<file path="src/rtl/mem_seg.sv">
// MEM pipeline stage: EX/MEM register plus word load/store handshake to data memory.
// Retires every accepted instruction to WB exactly once; idle edges retire a NOP bubble.
module mem_seg #(
    parameter int unsigned MEM_TIMEOUT = 16,
    parameter logic [5:0]  OP_LW       = 6'h23,
    parameter logic [5:0]  OP_SW       = 6'h2B
) (
    input  logic        clk,
    input  logic        rst,
    input  logic        ex_valid,
    input  logic [31:0] ALUo_i,
    input  logic [31:0] B_i,
    input  logic [31:0] IR_i,
    output logic        mem_stall,
    output logic        dm_req,
    output logic        dm_we,
    output logic [31:0] dm_addr,
    output logic [31:0] dm_wdata,
    input  logic [31:0] dm_rdata,
    input  logic        dm_ack,
    output logic [31:0] LMD_o,
    output logic [31:0] ALUo_o,
    output logic [31:0] IR_o,
    output logic        wb_valid,
    output logic        mem_err
);

    localparam int unsigned CntW = (MEM_TIMEOUT > 2) ? $clog2(MEM_TIMEOUT) : 1;
    localparam logic [CntW-1:0] CntLast = CntW'(MEM_TIMEOUT - 1);

    typedef enum logic [0:0] {
        StIdle,
        StAccess
    } state_e;

    state_e          r_state;
    logic [CntW-1:0] r_cnt;
    logic [31:0]     r_ir;
    logic [31:0]     r_addr;
    logic [31:0]     r_wdata;
    logic            r_we;
    logic [31:0]     r_lmd;
    logic [31:0]     r_aluo;
    logic [31:0]     r_ir_o;
    logic            r_wb_valid;
    logic            r_mem_err;

    logic [5:0] w_op;
    logic       w_is_lw;
    logic       w_is_sw;
    logic       w_is_mem;
    logic       w_misaligned;
    logic       w_finish;

    assign w_op         = IR_i[31:26];
    assign w_is_lw      = (w_op == OP_LW);
    assign w_is_sw      = (w_op == OP_SW);
    assign w_is_mem     = w_is_lw | w_is_sw;
    assign w_misaligned = (ALUo_i[1:0] != 2'b00);
    // An ack on the final counted cycle still completes normally rather than timing out.
    assign w_finish     = dm_ack | (r_cnt == CntLast);

    always_ff @(posedge clk) begin
        if (rst) begin
            r_state    <= StIdle;
            r_cnt      <= '0;
            r_ir       <= '0;
            r_addr     <= '0;
            r_wdata    <= '0;
            r_we       <= 1'b0;
            r_lmd      <= '0;
            r_aluo     <= '0;
            r_ir_o     <= '0;
            r_wb_valid <= 1'b0;
            r_mem_err  <= 1'b0;
        end else begin
            // Bubble unless a retire below overrides; LMD/ALUo hold.
            r_ir_o     <= '0;
            r_wb_valid <= 1'b0;
            r_mem_err  <= 1'b0;
            case (r_state)
                StIdle: begin
                    if (ex_valid) begin
                        r_ir    <= IR_i;
                        r_addr  <= ALUo_i;
                        r_wdata <= B_i;
                        r_we    <= w_is_sw;
                        if (w_is_mem && !w_misaligned) begin
                            r_state <= StAccess;
                            r_cnt   <= '0;
                        end else begin
                            r_ir_o     <= IR_i;
                            r_aluo     <= ALUo_i;
                            r_lmd      <= '0;
                            r_wb_valid <= 1'b1;
                            r_mem_err  <= w_is_mem;
                        end
                    end
                end
                StAccess: begin
                    if (w_finish) begin
                        r_ir_o     <= r_ir;
                        r_aluo     <= r_addr;
                        r_lmd      <= (dm_ack && !r_we) ? dm_rdata : 32'h0;
                        r_wb_valid <= 1'b1;
                        r_mem_err  <= ~dm_ack;
                        r_state    <= StIdle;
                    end else begin
                        r_cnt <= r_cnt + 1'b1;
                    end
                end
                default: r_state <= StIdle;
            endcase
        end
    end

    assign mem_stall = (r_state == StAccess);
    assign dm_req    = (r_state == StAccess);
    assign dm_we     = r_we;
    assign dm_addr   = r_addr;
    assign dm_wdata  = r_wdata;
    assign LMD_o     = r_lmd;
    assign ALUo_o    = r_aluo;
    assign IR_o      = r_ir_o;
    assign wb_valid  = r_wb_valid;
    assign mem_err   = r_mem_err;

endmodule
</file>
<file path="config.mk">
export PLATFORM = sky130hd
export DESIGN_NAME = mem_seg
export DESIGN_NICKNAME = d
export VERILOG_FILES = /design/src/rtl/mem_seg.sv
export SDC_FILE = /design/constraint.sdc
export NUM_CORES = 1
export LEC_CHECK = 0
export BUFFER_PORTS_ARGS = -buffer_cell sky130_fd_sc_hd__buf_2
export CORE_UTILIZATION = 43
export DETAILED_ROUTE_END_ITERATION = 7
export PLACE_DENSITY = 0.87
export SYNTH_ARGS = -nofsm -noshare
export SYNTH_HDL_FRONTEND = slang
export SYNTH_SLANG_ARGS = --single-unit
export TNS_END_PERCENT = 1
</file>
<file path="constraint.sdc">
create_clock -name clk -period 1.8 [get_ports clk]
set_input_delay 0.27 -clock clk [delete_from_list [all_inputs] [get_ports clk]]
set_output_delay 0.27 -clock clk [all_outputs]
set_load 0.05 [all_outputs]
</file>
; Yosys cells after proc, flatten, opt, wreduce, memory -nomap -nowiden
; Index checks and enable logic that the tools add are counted.
[op_classes]
add_sub_neg = 1
n_eq_ne = 8
muxes = 29
bitwise_logic = 4
n_reduce_logical = 8
[op_table]
columns = operator, count
row1 = $mux 32, 10
row2 = $pmux 32 s2, 3
row3 = $eq 6x6->1 const B, 2
row4 = $mux 4, 3
row5 = $mux 1, 9
row6 = $ne 2x2->1 const B, 4
row7 = $pmux 4 s2, 1
row8 = $pmux 1 s2, 3
row9 = $reduce_and 3->1, 2
row10 = $add 4x1->4 const B, 1
row11 = $eq 4x4->1 const B, 1
row12 = $logic_and 1x1->1, 2
row13 = $logic_not 1->1, 2
row14 = $ne 2x1->1 const B, 1
row15 = $not 1->1, 2
row16 = $or 1x1->1, 2
row17 = $reduce_and 2->1, 1
row18 = $reduce_bool 2->1, 1
[totals]
regBits = 200
in_bits = 132
out_inout_bits = 165

; Longest topological paths before layout
[depth]
ltp_word = 6
mapped_depth = 8
depth_no_buf = 5

; Worst setup path before layout
; Ideal clock, no wire load.
[synth_timing]
kind = reg-to-reg
start = register r_state, in the netlist dm_req
end = register r_aluo[10], in the netlist ALUo_o[10]
setup_ps = 146
arrival_time_ps = 1734
setup_slack_ps = -80
path_stages_with_launch = 5
n_path_buf = 2
synth_period_minus_slack_ps = 1880
cell_sequence = dfxtp_1 > buf_2 > clkbuf_1 > mux2i_1 > a211oi_2
[synth_between]
elab_chain_len = 3
elab_cells_between_ends = 6
[synth_lines]
columns = item, line_no
row1 = from (decl), 36  ; state_e r_state;
row2 = from (signal assigned), 65  ; r_state <= StIdle;
row3 = from (signal assigned), 89  ; r_state <= StAccess;
row4 = from (signal assigned), 107  ; r_state <= StIdle;
row5 = $not 1->1 (no line), n/a
row6 = $ne 2x2->1 (no line), n/a
row7 = $reduce_and 3->1 (no line), n/a
row8 = to (signal assigned), 93  ; r_aluo <= ALUo_i;
row9 = to (signal assigned), 103  ; r_aluo <= r_addr;
row10 = to (decl), 43  ; logic [31:0] r_aluo;
; Parallel ways exist; a longest one is shown, timed or not.
; A chain may end at the register's enable or synchronous reset.

; Worst setup path in the final report
[layout_timing]
start = register r_cnt[1]
end = register r_lmd[14], in the netlist LMD_o[14]
[layout_between]
elab_chain_len = 4
[layout_lines]
columns = item, line_no
row1 = from (decl), 37  ; logic [CntW-1:0] r_cnt;
row2 = from (signal assigned), 109  ; r_cnt <= r_cnt + 1'b1;
row3 = $eq 4x4->1, 61  ; assign w_finish = dm_ack | (r_cnt == CntLast);
row4 = $or 1x1->1, 61
row5 = $ne 2x1->1 (no line), n/a
row6 = $reduce_and 3->1 (no line), n/a
row7 = to (signal assigned), 104  ; r_lmd <= (dm_ack && !r_we) ? dm_rdata : 32'h0;
row8 = to (decl), 42  ; logic [31:0] r_lmd;
; No other way between the ends.

==> reports/summary.txt <==
Outcome - finished clean
Gr ovfl total - 0
Iteration-0 DRC Markers - 417
Startpoint types - register
Net Count, Synth - 927
Final Max Slew Viols - 0
Fin nets - 1,195
DRT Pass-1 Iters - 5
Placer congestion estimate - 0.792
Total Routing Usage GR - 0.228
LEAKAGE - 0.00439 uW
Post-Syn Instances - 794
Internal power - 7030 uW
Vias in the first global route - 6,350
Power per standard cell area - 1020 nW/um^2
FP Rows - 47
Wire per inst - 16.0 microns
Ys flop type - dfxtp_1
Fin area - 9820 sq um
Clock Skews - 0.00867 ns
Mean post-synth cell area - 9.27 sq um
Total number of vias - 6,750
Worst R2R Start - r_cnt[1]
Die ar. - 17,600 sq um
Post-synth top cells - 200 x dfxtp_1, 198 x nand2_1, 104 x a21oi_1, 48 x clkbuf_1, 34 x nor3_1
Core area - 16,600 sq um
Slew @ Worst Pin - 0.595 ns
DRC viols - 0
CP Launch Point - r_cnt[1]
Min Tclk post-route - 1.74 ns
Max-slew headroom - 0.603
Final ANT Viol Nets - 0
Sw Pwr - 2970 uW
Vert. Die Dim - 133 microns
PortBufs - 296
Unique masters post-synth - 32
Worst EP arrival - 2.05 ns
Seq pwr share - 0.472
Final hold violations - 0
Synthesis Warnings - 0
Placed Area - 9080 sq um
Dpl hpwl - 14,000 microns
Comb power frac - 0.149
Cts hold-fix bufs - 0
Max cap viols - 0
Req. time, crit path - 2.11 ns
Skew-Pair Late Insertion Delay - 0.42 ns
Largest net degree at the start of global routing - 104
Crit path kind - reg -> reg
CTS tree - yes
Yosys reg bits - 200
Max FO, Critical Path - 17
Peak VDD IR - 661 uV
Fmax - 0.576 GHz
Share of post-route cells with drive strength above 1 - 0.370
Top cells by area, synth - dfxtp_1 54%, nand2_1 10%, a21oi_1 7.1%
CTS sink cnt - 200
CTS max path bufs - 2
Final setup fails - 0
Clock root buffer - clkbuf_16
Post-synth EDFFs - 0
CTS H-tree lvls - 4
Period utilization - 0.964
Detailed-route wire length - 20,800 microns
Hold Path Class - in -> reg
Sequential-to-total area share from yosys stat - 0.544
Die X - 133 microns
Synth top area share - 0.544
Initial Util - 0.442
Clock slew at reported path FFs - 0.08 ns
First-pass GRT wire length - 32,100 microns
Most common cell in the synthesized netlist - dfxtp_1
Sw Ratio - 0.297
Worst hold slack - 0.0566 ns
Crit. End Element - register
TritonCTS Buffers - 17
Cell Area, Synth - 7360 sq um
TNS Setup - 0 ns
Post-synth ARST share - 0
Dominant cell type by area after synthesis - dfxtp_1
IO Count - 297
Area delta synth->final - 33.4%
Clock power frac - 0.379
Hold_sp - dm_rdata[12]
Initial antenna violation count - 2
Via density - 5.21
-- final timing paths --
kind	slack [ns]	end	depth (start not counted)
worst max-delay path	0.06	LMD_o[14]	8
worst min register to register	0.45	dm_wdata[6]	2
worst max register to register	0.06	LMD_o[14]	8
worst min-delay path	0.06	LMD_o[12]	2
-- worst max-delay path: stages, from the launching register on --
cell	delay [ns]
dfxtp_1	0.36
ha_2	0.19
and3_4	0.19
o21a_4	0.18
buf_12	0.17
nor3_4	0.04
buf_6	0.15
clkbuf_16	0.16
a22o_1	0.18
-- timing repair --
action	4_1_cts	5_1_grt
pin swaps	0	1
setup endpoints to repair	6	67
gates resized for setup	2	6
setup buffers	0	1
cloned	0	5
-- flip-flops by register name, indices dropped and copies added, names as in the netlist --
signal / cells
dm_we: 1
dm_wdata: 32
wb_valid: 1
r_cnt: 4
ALUo_o: 32
mem_err: 1
r_ir: 32
dm_addr: 32
dm_req: 1
IR_o: 32
LMD_o: 32
-- per-stage QoR --
step           utilization  setup WS [ns]  cells  power [uW]
3_3_place_gp         0.546         0.0514   1257        6250
4_1_cts              0.582       -0.00671   1289       10100
5_1_grt              0.590       -0.00624   1296       10400
3_5_place_dp         0.546         0.0221   1257        6290
2_1_floorplan            -        -0.0796    794        5820
6_report             0.590         0.0647   1296       10000
-- area by class of cell --
type | instances | area (sq um)
Sequential cell | 200 | 4010
Timing Repair Buffer | 323 | 1880
Antenna cell | 1 | 2.50
Clock buffer | 17 | 425
Clock inverter | 15 | 163
Fill cell | 1441 | 6820
Tap cell | 220 | 275
Multi-Input combinational cell | 520 | 3060
-- metal layers --
metal  global-route usage  vias to the layer above  share of wire
met2                0.381                      233           0.49
met4               0.0811                        2          0.018
met5                    0                        -        0.00063
li1                     -                     3292              -
met3               0.0552                       32          0.063
met1                0.286                     3191           0.43
-- power by group through the flow --
stage	registers, uW	logic [uW]	clock network, uW
2_1_floorplan	5370	449	0
3_3_place_gp	4820	1440	0
3_5_place_dp	4820	1460	0
4_1_cts	4720	1470	3870
5_1_grt	4740	1590	4050
6_report	4720	1490	3790
-- cell families (layout without fill, tap and decap cells) --
family	after synthesis	in the layout	synth area share
compound gates	201	201	0.201
xor+xnor	2	2	0.00238
fa+ha+maj	1	1	0.00170
buf+inv	74	355	0.0479
flops	200	200	0.544
mux	32	32	0.0435
other cells	0	1	0
simple gates	284	284	0.160
-- placed cells by master, fill, tap and decap left out, types with 5 or more instances in the layout --
cell       count
mux2i_1       32
a211oi_2      31
nor3_1        34
clkbuf_16     21
nand3_1        5
dfxtp_1      198
a21oi_1      103
buf_2        295
buf_4         11
nor2_1        32
a32oi_1       26
a22o_1        32
nand2_1      198
buf_12         9
Note: power is estimated with default switching activity, not from simulation.
